<file path="config.mk">
export PLATFORM = sky130hd
export DESIGN_NAME = gauss_frame_ctrl
export DESIGN_NICKNAME = d
export VERILOG_FILES = /design/src/rtl/gauss_frame_ctrl.sv
export SDC_FILE = /design/constraint.sdc
export NUM_CORES = 1
export LEC_CHECK = 0
export ABC_AREA = 1
export CORE_MARGIN = 2
export CORE_UTILIZATION = 40
export CTS_CLUSTER_DIAMETER = 100
export DETAILED_ROUTE_END_ITERATION = 10
export PLACE_DENSITY = 0.66
export SETUP_SLACK_MARGIN = 0.2
export SYNTH_ARGS = -nofsm -noshare
export SYNTH_HDL_FRONTEND = slang
export SYNTH_SLANG_ARGS = --single-unit
</file>
<file path="constraint.sdc">
create_clock -name clk_i_c -period 7.2 [get_ports clk_i_c]
set_input_delay 1.44 -clock clk_i_c [delete_from_list [all_inputs] [get_ports clk_i_c]]
set_output_delay 1.44 -clock clk_i_c [all_outputs]
set_load 0.02 [all_outputs]
</file>
<file path="src/rtl/gauss_frame_ctrl.sv">
// gauss_frame_ctrl: frame sequencer that feeds a 3x3 Gaussian filter core.
// Latency: 10 + L + 1 cycles per interior window (L = filter done latency).
// Backpressure: holds flt_en_o until flt_done_i or a FLT_TIMEOUT-cycle timeout.
//
// Ports: clk_i_c/rst_i_c (sync active-high reset), start_i/busy_o/frame_done_o/
//   err_o framing, rd_en_o/rd_addr_o/rd_data_i image RAM read port (1-cycle
//   read latency), win_o 3x3 window (slot k = 3*row+col), flt_en_o/flt_data_i/
//   flt_done_i filter handshake, wr_en_o/wr_addr_o/wr_data_o output RAM port.
// Optional macro GAUSS_CTRL_BORDER_COPY_EN: copy border pixels unchanged
//   into the output memory after the interior pass.
module gauss_frame_ctrl #(
  parameter int IMG_W       = 16,
  parameter int IMG_H       = 16,
  parameter int AW          = 8,
  parameter int FLT_TIMEOUT = 64
) (
  input  logic          clk_i_c,
  input  logic          rst_i_c,
  input  logic          start_i,
  output logic          busy_o,
  output logic          frame_done_o,
  output logic          err_o,
  output logic          rd_en_o,
  output logic [AW-1:0] rd_addr_o,
  input  logic [7:0]    rd_data_i,
  output logic [71:0]   win_o,
  output logic          flt_en_o,
  input  logic [7:0]    flt_data_i,
  input  logic          flt_done_i,
  output logic          wr_en_o,
  output logic [AW-1:0] wr_addr_o,
  output logic [7:0]    wr_data_o
);

  localparam int TW = $clog2(FLT_TIMEOUT) + 1;
  localparam logic [AW-1:0] ONE  = AW'(1);
  localparam logic [AW-1:0] W_A  = AW'(IMG_W);
  localparam logic [AW-1:0] C_LAST = AW'(IMG_W - 2);
  localparam logic [AW-1:0] R_LAST = AW'(IMG_H - 2);
  localparam logic [TW-1:0] TMO_LAST = TW'(FLT_TIMEOUT - 1);

  typedef enum logic [2:0] {
    IDLE, FETCH, RUN, WRITE, FIN
`ifdef GAUSS_CTRL_BORDER_COPY_EN
    , BORDER
`endif
  } state_t;

  // State entered after the last interior window.
`ifdef GAUSS_CTRL_BORDER_COPY_EN
  localparam state_t POST_ST = BORDER;
`else
  localparam state_t POST_ST = FIN;
`endif

  state_t        state_q, state_d;
  logic [AW-1:0] r_q, c_q;
  logic [3:0]    k_q;
  logic [TW-1:0] tmo_q;
  logic [7:0]    res_q;
  logic [71:0]   win_q;
  logic          err_q;

  logic [AW-1:0] ro, co, fetch_addr;
  logic          last_win, tmo_hit, adv;

`ifdef GAUSS_CTRL_BORDER_COPY_EN
  localparam logic [AW-1:0] W_M1 = AW'(IMG_W - 1);
  localparam logic [AW-1:0] H_M1 = AW'(IMG_H - 1);
  logic [AW-1:0] br_q, bc_q, bwa_q;
  logic          bdone_q, bpend_q;
  logic          b_edge_row;
  assign b_edge_row = (br_q == '0) || (br_q == H_M1);
`endif

  assign last_win = (r_q == R_LAST) && (c_q == C_LAST);
  assign adv      = (state_q == WRITE) || tmo_hit;
  assign win_o    = win_q;
  assign err_o    = err_q;

  // Window offset for fetch step k: row = k/3, col = k%3.
  always_comb begin
    if (k_q < 4'd3)      ro = '0;
    else if (k_q < 4'd6) ro = ONE;
    else                 ro = AW'(2);
    co = AW'(k_q) - AW'(3) * ro;
    fetch_addr = (r_q - ONE + ro) * W_A + (c_q - ONE + co);
  end

  always_comb begin
    state_d      = state_q;
    busy_o       = 1'b0;
    frame_done_o = 1'b0;
    rd_en_o      = 1'b0;
    rd_addr_o    = '0;
    flt_en_o     = 1'b0;
    wr_en_o      = 1'b0;
    wr_addr_o    = '0;
    wr_data_o    = '0;
    tmo_hit      = 1'b0;
    case (state_q)
      IDLE: if (start_i) state_d = FETCH;
      FETCH: begin
        busy_o = 1'b1;
        if (k_q < 4'd9) begin
          rd_en_o   = 1'b1;
          rd_addr_o = fetch_addr;
        end else begin
          state_d = RUN;
        end
      end
      RUN: begin
        busy_o   = 1'b1;
        flt_en_o = 1'b1;
        if (flt_done_i) begin
          state_d = WRITE;
        end else if (tmo_q == TMO_LAST) begin
          tmo_hit = 1'b1;
          state_d = last_win ? POST_ST : FETCH;
        end
      end
      WRITE: begin
        busy_o    = 1'b1;
        wr_en_o   = 1'b1;
        wr_addr_o = r_q * W_A + c_q;
        wr_data_o = res_q;
        state_d   = last_win ? POST_ST : FETCH;
      end
      FIN: begin
        frame_done_o = 1'b1;
        state_d      = IDLE;
      end
`ifdef GAUSS_CTRL_BORDER_COPY_EN
      // Read stage and write stage overlap: data read last cycle is written now.
      BORDER: begin
        busy_o = 1'b1;
        if (!bdone_q) begin
          rd_en_o   = 1'b1;
          rd_addr_o = br_q * W_A + bc_q;
        end
        if (bpend_q) begin
          wr_en_o   = 1'b1;
          wr_addr_o = bwa_q;
          wr_data_o = rd_data_i;
        end
        if (bdone_q) state_d = FIN;
      end
`endif
      default: state_d = IDLE;
    endcase
  end

  always_ff @(posedge clk_i_c) begin
    if (rst_i_c) begin
      state_q <= IDLE;
      r_q     <= '0;
      c_q     <= '0;
      k_q     <= '0;
      tmo_q   <= '0;
      res_q   <= '0;
      win_q   <= '0;
      err_q   <= 1'b0;
`ifdef GAUSS_CTRL_BORDER_COPY_EN
      br_q    <= '0;
      bc_q    <= '0;
      bwa_q   <= '0;
      bdone_q <= 1'b0;
      bpend_q <= 1'b0;
`endif
    end else begin
      state_q <= state_d;
      case (state_q)
        IDLE: if (start_i) begin
          r_q   <= ONE;
          c_q   <= ONE;
          k_q   <= '0;
          err_q <= 1'b0;
        end
        FETCH: begin
          // Read data lags the strobe by one cycle, so step k+1 captures slot k.
          for (int i = 0; i < 9; i++)
            if (k_q == 4'(i + 1)) win_q[8*i +: 8] <= rd_data_i;
          k_q   <= k_q + 4'd1;
          tmo_q <= '0;
        end
        RUN: begin
          tmo_q <= tmo_q + TW'(1);
          if (flt_done_i) res_q <= flt_data_i;
          else if (tmo_hit) err_q <= 1'b1;
        end
`ifdef GAUSS_CTRL_BORDER_COPY_EN
        BORDER: begin
          bpend_q <= !bdone_q;
          bwa_q   <= br_q * W_A + bc_q;
          if (!bdone_q) begin
            if (br_q == H_M1 && bc_q == W_M1) bdone_q <= 1'b1;
            // Edge rows walk every column; middle rows jump col 0 -> last col.
            if (b_edge_row ? (bc_q == W_M1) : (bc_q != '0)) begin
              bc_q <= '0;
              br_q <= br_q + ONE;
            end else begin
              bc_q <= b_edge_row ? bc_q + ONE : W_M1;
            end
          end
        end
`endif
        default: ;
      endcase
      if (adv) begin
        k_q <= '0;
        if (c_q == C_LAST) begin
          c_q <= ONE;
          r_q <= r_q + ONE;
        end else begin
          c_q <= c_q + ONE;
        end
`ifdef GAUSS_CTRL_BORDER_COPY_EN
        if (last_win) begin
          br_q    <= '0;
          bc_q    <= '0;
          bdone_q <= 1'b0;
          bpend_q <= 1'b0;
        end
`endif
      end
    end
  end

endmodule

</file>
==> parameters.txt, run 1 <==
Parameter                              Value

Clock network
  Root Driver    sky130_fd_sc_hd__clkbuf_16
  TritonCTS Sinks    approximately 110
  Setup bufs post-CTS    0
  Clock-pin slew on the worst setup and hold paths    0.07 ns
  Cts hold-fix bufs    0
  CTS tree    built
  Number of gates resized after cts    0
  TritonCTS Buffers    9
  CTS HTree Levels    3
  Worst-Skew Late Latency    0.36 ns
  Max Buffers Root-to-Sink    2

Power
  Leakage power of the design    3.135 nW
  Fraction of power consumed by the clock network    0.301
  Comb power frac    0.300
  Fraction of power consumed by sequential logic    0.399
  Peak supply drop    0.1360 mV
  Power per Cell Area    236.7 nW/um^2
  Total power draw    0.001688 W
  Share of total power consumed by net switching    0.3520
  Pint    0.001094 W
  Psw    0.0005944 W

Logic synthesis
  Largest cells by area after synthesis    sky130_fd_sc_hd__dfxtp_1 (40%), sky130_fd_sc_hd__nor2_1 (14%), sky130_fd_sc_hd__o21ai_0 (8.5%), sky130_fd_sc_hd__ha_1 (6.4%), sky130_fd_sc_hd__nand2_1 (6.3%)
  Combined area of all synthesized cells    5503 um^2
  Gate count of the mapped netlist    766
  Number of enable flip-flop cells after synthesis    0
  Syn avg cell area    7.184 um^2
  Prevailing post-synth register cell    sky130_fd_sc_hd__dfxtp_1
  Area share of the leading cell type in the synthesized netlist    0.4038
  Net count after synthesis    821
  Leading cell types by count after synthesis    sky130_fd_sc_hd__nor2_1 (201), sky130_fd_sc_hd__dfxtp_1 (111), sky130_fd_sc_hd__nand2_1 (93), sky130_fd_sc_hd__o21ai_0 (93), sky130_fd_sc_hd__inv_1 (85)
  Library cell occupying the most area in the post-synthesis netlist    sky130_fd_sc_hd__dfxtp_1
  Distinct cell type count after synthesis    29
  Number of warnings issued by yosys    0
  Sequential area share after synthesis    0.4038
  FF+latch count, synth    111
  Post-synth ARST share    0
  Most common cell in the synthesized netlist    sky130_fd_sc_hd__nor2_1

Placement
  # placed instances    1038
  Detailed placement HPWL    a little under 10000 um
  Post-Place Cell Area    6830 um^2
  Global placement routability congestion    around 0.8
  Buffers on Ports    121

Route
  DRC violation total after the first TritonRoute iteration    roughly 300
  Met2 wire length    6234 um
  Antenna-violating nets left    0
  DRC violation count after routing    0
  Via count    about 5000
  Detailed-route wire length per cell    between 10 and 15 um
  Met3 wire length    1241 um
  Total detailed-routing wirelength    13950 um
  Wl on met1    around 6300 um
  Total iterations of the first detailed-routing run    4
  Via/cell ratio    4.734
  Top routing layer in use    met4

Die
  Num ports    between 100 and 150
  Starting utilization of the core area    0.4123
  Die span in y    121.3 um
  Die area    14710 um^2
  Die span in x    121.3 um
  Number of standard-cell rows in the floorplan    42
  Floorplan core area    ~13000 um^2

Global route
  Total congestion overflow after global routing    0
  Number of global-route vias before repair    4509
  Global-route wire length before repair    22580 um
  GRT Util Overall    0.1948
  Antenna violations before repair    0
  Largest net degree at the start of global routing    73

Setup path
  Nature of the critical path startpoint    flip-flop
  Kind of critical path    flip-flop to output pin
  Largest fanout on the critical path    7
  Reg-to-reg startpoint    state_q[1]
  Crit. End Element    output pin
  Launch point of the worst path    k_q[2]
  Critical Path AT    4.04 ns
  Reg2reg setup slack    4.91 ns
  Worst reg2reg path endpoint    r_q[0]
  Cells on worst reg2reg path    5
  Crit path required time    5.76 ns
  Worst setup path endpoint    rd_addr_o[7]

STA
  Slew Limit Headroom    0.4421
  TNS Setup    0 ns
  Fin Clk Skew    0.007131 ns
  Period utilization    0.7611
  Final Hold Fails    0
  Slew at the pin closest to its max-slew limit    ~0.83 ns
  Max-slew violation total from the final report    0
  Final period demand of the worst path    5.480 ns
  Maximum clock rate    roughly 180 MHz
  Unrepaired setup endpoints after global routing    false
  Final number of setup-violating endpoints    0

Layout
  Core Util, Final    0.5344
  Final nets    928
  Area growth, synth to finish    29.63%
  Share of cells above drive strength 1    0.04556
  Antenna fix cells    0
  Final cell count without fillers    1054
  Post-layout instance area    7133 um^2

Hold path
  Worst hold path type    flip-flop to flip-flop
  Number of cells on the worst hold path    2

Job
  MaxCap Viol Count    0

Run status
  Status    completed
how the worst min path moves through the flow:
stage	from	endpoint	slack [ns]
5_1_grt	res_q[2]	res_q[2]	0.48
3_5_place_dp	res_q[6]	res_q[6]	0.44
4_1_cts	res_q[6]	res_q[6]	0.46
6_report	res_q[0]	res_q[0]	0.45
2_1_floorplan	res_q[0]	res_q[0]	0.43
3_3_place_gp	res_q[0]	res_q[0]	0.44
state kept, by name (all words and copies together), names as in the netlist:
signal,flops
state_q,3
r_q,8
win_o,72
k_q,4
tmo_q,7
c_q,8
err_o,1
res_q,8
cells in the final DEF (no fill, tap or decap), types with 2 or more instances in the layout:
cell	n
sky130_fd_sc_hd__nor3_4	9
sky130_fd_sc_hd__fa_1	7
sky130_fd_sc_hd__nand2_1	93
sky130_fd_sc_hd__clkbuf_16	9
sky130_fd_sc_hd__clkdlybuf4s50_1	121
sky130_fd_sc_hd__and3_1	2
sky130_fd_sc_hd__a21oi_1	44
sky130_fd_sc_hd__inv_1	85
sky130_fd_sc_hd__inv_6	2
sky130_fd_sc_hd__clkbuf_8	2
sky130_fd_sc_hd__dfxtp_1	111
sky130_fd_sc_hd__nand4_1	6
sky130_fd_sc_hd__nand2_2	2
sky130_fd_sc_hd__xor2_1	9
sky130_fd_sc_hd__nor3_1	4
sky130_fd_sc_hd__ha_1	28
sky130_fd_sc_hd__o21ai_0	93
sky130_fd_sc_hd__inv_2	7
sky130_fd_sc_hd__xnor2_1	3
sky130_fd_sc_hd__nor2_1	201
sky130_fd_sc_hd__nand3_1	29
sky130_fd_sc_hd__a31o_2	2
critical path, cell delays in order, from the launching register on:
cell and delay (ns):
sky130_fd_sc_hd__dfxtp_1 0.38, sky130_fd_sc_hd__a21oi_1 0.35, sky130_fd_sc_hd__inv_1 0.11, sky130_fd_sc_hd__nor2_1 0.16
sky130_fd_sc_hd__inv_1 0.09, sky130_fd_sc_hd__fa_1 0.49, sky130_fd_sc_hd__inv_1 0.04, sky130_fd_sc_hd__ha_1 0.27
sky130_fd_sc_hd__inv_1 0.06, sky130_fd_sc_hd__ha_1 0.18, sky130_fd_sc_hd__inv_1 0.06, sky130_fd_sc_hd__fa_1 0.43
sky130_fd_sc_hd__nor3_1 0.21, sky130_fd_sc_hd__nor2_1 0.08, sky130_fd_sc_hd__nand2_1 0.06, sky130_fd_sc_hd__nand2_1 0.04
sky130_fd_sc_hd__nor2_1 0.08, sky130_fd_sc_hd__clkdlybuf4s50_1 0.60
per-stage QoR:
stage / hold WS, ns / setup slack, ns
floorplan: 0.4300 / 2.748
global route: 0.4772 / 1.395
finish: 0.4540 / 1.720
global placement: 0.4400 / 2.129
CTS: 0.4558 / 1.688
detailed placement: 0.4444 / 2.112
kinds of logic after synthesis:
kind of cell | Yosys count | synth area share
AND/OR/NAND/NOR | 349 | 0.2747
buffers and inverters | 118 | 0.08299
XOR/XNOR | 12 | 0.01910
flip-flops | 111 | 0.4038
AO/OA/AOI/OAI | 141 | 0.1303
adder cells (fa/ha/maj) | 35 | 0.08913
power groups by stage:
| stage | registers (W) | logic (W) | clock network, W |
|---|---|---|---|
| after floorplan | 0.000695 | 0.000342 | 0 |
| after global placement | 0.000686 | 0.000512 | 0 |
| after detailed placement | 0.000687 | 0.000508 | 0 |
| after CTS | 0.000673 | 0.000511 | 0.000522 |
| after global routing | 0.000678 | 0.000568 | 0.000548 |
| final | 0.000673 | 0.000506 | 0.000509 |
final cells by class:
class | count | area [um^2]
clock buffer | 11 | 252.7
clock inverter | 5 | 50.05
fill | 1352 | 6215
inverter | 92 | 345.3
multi-input combinational | 537 | 2824
sequential | 111 | 2222
tap | 176 | 220.2
timing repair buffer | 122 | 1219
routing by layer:
layer | vias to the layer above | track usage
met5 | - | 0
met4 | 0 | 0.05172
met3 | 12 | 0.07942
met2 | 120 | 0.3125
met1 | 2210 | 0.2426
li1 | 2648 | -
No activity file was read; power rests on OpenSTA's default activity.
==> run 2: changes to the inputs <==
Clock period 7.2 ns to 5.6 ns, I/O delays scaled along.
==> run 2 against run 1 <==
First-iteration DRC count fell by 25%. Worst setup slack got worse by 1.2 ns. Count of clock-buffer cells in the layout down 2. Flip-flop and latch count is the same. Combinational power is 29% higher. Cell count did not move. Global-route usage grew 0.48 points.
==> parameters.txt, run 2 (same netlist as run 1, synthesis figures left out) <==
Parameter                              Value

Run status
  Status    completed (unchanged)

Global route
  Total congestion overflow after global routing    0 (unchanged)
  Global routing usage on met2    0.3234 (was 0.3125)
  GR met3 Demand/Resource    0.08412 (was 0.07942)
  Antenna violations before repair    0 (unchanged)
  Global-route wire length before repair    23330 um (was 22580 um)
  GRT Util Overall    0.1996 (was 0.1948)
  Largest net degree at the start of global routing    63 (was 73)
  Number of global-route vias before repair    4709 (was 4509)
  Layer carrying the most global-route usage    met2 (unchanged)
  Met1 usage    0.2488 (was 0.2426)

Layout
  Antenna fix cells    0 (unchanged)
  Core Util, Final    0.5359 (was 0.5344)
  Largest register FFs    72 (unchanged)
  Leading cell type in the layout, fill and taps excluded    sky130_fd_sc_hd__nor2_1 (unchanged)
  Highest-count cells in the layout ignoring fill and taps    sky130_fd_sc_hd__nor2_1 (201), sky130_fd_sc_hd__clkdlybuf4s50_1 (121), sky130_fd_sc_hd__dfxtp_1 (111) (unchanged)
  Share of cells above drive strength 1    0.04670 (was 0.04556)
  Area growth, synth to finish    29.99% (was 29.63%)
  Final nets    928 (unchanged)

Power
  Leakage power of the design    3.147 nW (was 3.135 nW)
  Peak supply drop    0.2550 mV (was 0.1360 mV)
  Power per Cell Area    307.2 nW/um^2 (was 236.7 nW/um^2)

STA
  Unrepaired setup endpoints after global routing    false (unchanged)
  Final number of setup-violating endpoints    0 (unchanged)
  TNS Setup    0 ns (unchanged)
  Max-slew violation total from the final report    0 (unchanged)
  Final Hold Fails    0 (unchanged)
  Period utilization    0.9094
  Maximum clock rate    196.4 MHz
  Final period demand of the worst path    5.093 ns
  Worst setup margin    0.5073 ns (was 1.720 ns)
  Slew Limit Headroom    0.4035 (was 0.4421)
  Fin Clk Skew    0.008741 ns (was 0.007131 ns)
  Slew at the pin closest to its max-slew limit    0.8935 ns (was 0.8345 ns)

Clock network
  Root Driver    sky130_fd_sc_hd__clkbuf_16 (unchanged)
  Worst-Skew Late Latency    0.36 ns (about the same)
  Cts hold-fix bufs    0 (unchanged)
  CTS tree    built (unchanged)
  Clock-pin slew on the worst setup and hold paths    0.08 ns (was 0.07 ns)
  CTS HTree Levels    3 (unchanged)
  TritonCTS Sinks    111 (unchanged)
  TritonCTS Buffers    9 (unchanged)
  Max Buffers Root-to-Sink    2 (unchanged)

Setup path
  Largest fanout on the critical path    6 (was 7)
  Critical Path AT    3.97 ns (was 4.04 ns)
  Nature of the critical path startpoint    flip-flop (unchanged)
  Worst reg2reg path endpoint    r_q[6] (was r_q[0])
  Crit path required time    4.48 ns (was 5.76 ns)
  Reg-to-reg startpoint    state_q[0] (was state_q[1])
  Worst setup path endpoint    rd_addr_o[7] (unchanged)
  Reg2reg setup slack    3.29 ns (was 4.91 ns)
  Launch point of the worst path    k_q[1] (was k_q[2])
  Cells on worst reg2reg path    6 (was 5)
  Crit. End Element    output pin (unchanged)
  Kind of critical path    flip-flop to output pin (unchanged)

Placement
  Global placement routability congestion    0.8166 (was 0.8136)
  Buffers on Ports    121 (unchanged)
  Post-Place Setup Slack    0.8112 ns (was 2.112 ns)
  Detailed placement HPWL    10050 um (was 9710 um)

Route
  Total iterations of the first detailed-routing run    5 (was 4)
  Total detailed-routing wirelength    14270 um (was 13950 um)
  Via/cell ratio    4.748 (was 4.734)
  Detailed-route wire length per cell    13.54 um (was 13.24 um)
  Antenna-violating nets left    0 (unchanged)
  DRC violation count after routing    0 (unchanged)
  DRC violation total after the first TritonRoute iteration    227 (was 302)
  Via count    5004 (was 4990)

Job
  MaxCap Viol Count    0 (unchanged)

Die
  Starting utilization of the core area    0.4123 (unchanged)
  Die area    14710 um^2 (unchanged)
  Die span in y    121.3 um (unchanged)
  Floorplan core area    13350 um^2 (unchanged)
  Num ports    122 (unchanged)
  Number of standard-cell rows in the floorplan    42 (unchanged)
  Die span in x    121.3 um (unchanged)

Hold path
  Worst hold path type    flip-flop to flip-flop (unchanged)
## run 2: changes by cell type in the layout (fill, tap and decap cells not counted)
cell	change
sky130_fd_sc_hd__clkinv_2	+1
sky130_fd_sc_hd__inv_8	+3
sky130_fd_sc_hd__clkinvlp_4	-1
sky130_fd_sc_hd__bufinv_16	+1
sky130_fd_sc_hd__clkinv_8	-1
sky130_fd_sc_hd__clkbuf_8	-2
sky130_fd_sc_hd__a21oi_4	+1
sky130_fd_sc_hd__inv_6	-1
sky130_fd_sc_hd__a21oi_1	-1
## run 2: per-stage QoR
step                      hold WS (ns)  area (um^2)  total power (W)  cells
after floorplan                 0.4300         5503         0.001333    766
after global placement          0.4415         6830         0.001541   1038
after detailed placement        0.4442         6830         0.001539   1038
after CTS                       0.4555         7142         0.002222   1054
after global routing            0.4775         7153         0.002336   1054
final                           0.4528         7153         0.002198   1054
## run 2: how the worst min path moves through the flow
stage | startpoint | to | slack, ns | cells past startpoint
6_report | res_q[0] | res_q[0] | 0.45 | 2
5_1_grt | res_q[4] | res_q[4] | 0.48 | 2
4_1_cts | res_q[0] | res_q[0] | 0.46 | 2
3_5_place_dp | res_q[0] | res_q[0] | 0.44 | 2
3_3_place_gp | res_q[0] | res_q[0] | 0.44 | 2
2_1_floorplan | res_q[0] | res_q[0] | 0.43 | 2
## run 2: where the power goes
| part | internal, W | switching (W) |
|---|---|---|
| combinational | 0.000240 | 0.000413 |
| sequential | 0.000832 | 0.0000343 |
| clock | 0.000359 | 0.000320 |
## run 2: repair_timing
item	4_1_cts	5_1_grt
setup buffers	0	0
setup endpoints to repair	0	2
gates resized for setup	0	2
## run 2: worst max-delay path, stage by stage (launching register included)
cell                              delay, ns
sky130_fd_sc_hd__dfxtp_1               0.46
sky130_fd_sc_hd__ha_1                  0.24
sky130_fd_sc_hd__nor2_1                0.07
sky130_fd_sc_hd__nor2_1                0.17
sky130_fd_sc_hd__inv_1                 0.09
sky130_fd_sc_hd__fa_1                  0.49
sky130_fd_sc_hd__inv_1                 0.04
sky130_fd_sc_hd__ha_1                  0.26
sky130_fd_sc_hd__inv_1                 0.06
sky130_fd_sc_hd__ha_1                  0.18
sky130_fd_sc_hd__inv_1                 0.06
sky130_fd_sc_hd__fa_1                  0.43
sky130_fd_sc_hd__nor3_1                0.21
sky130_fd_sc_hd__nor2_1                0.08
sky130_fd_sc_hd__nand2_1               0.06
sky130_fd_sc_hd__nand2_1               0.04
sky130_fd_sc_hd__nor2_1                0.08
sky130_fd_sc_hd__clkdlybuf4s50_1       0.60
## run 2: area by class of cell
class | instances | area [um^2]
fill | 1308 | 6195
multi-input combinational | 537 | 2835
sequential | 111 | 2222
timing repair buffer | 122 | 1219
inverter | 92 | 345.3
clock buffer | 9 | 225.2
tap | 176 | 220.2
clock inverter | 7 | 86.33
## run 2: routing by layer
metal | vias to the layer above | wire [um]
met3 | 12 | 1162
met4 | 0 | 140
met2 | 110 | 6520
met1 | 2244 | 6443
li1 | 2638 | -
met5 | - | 0
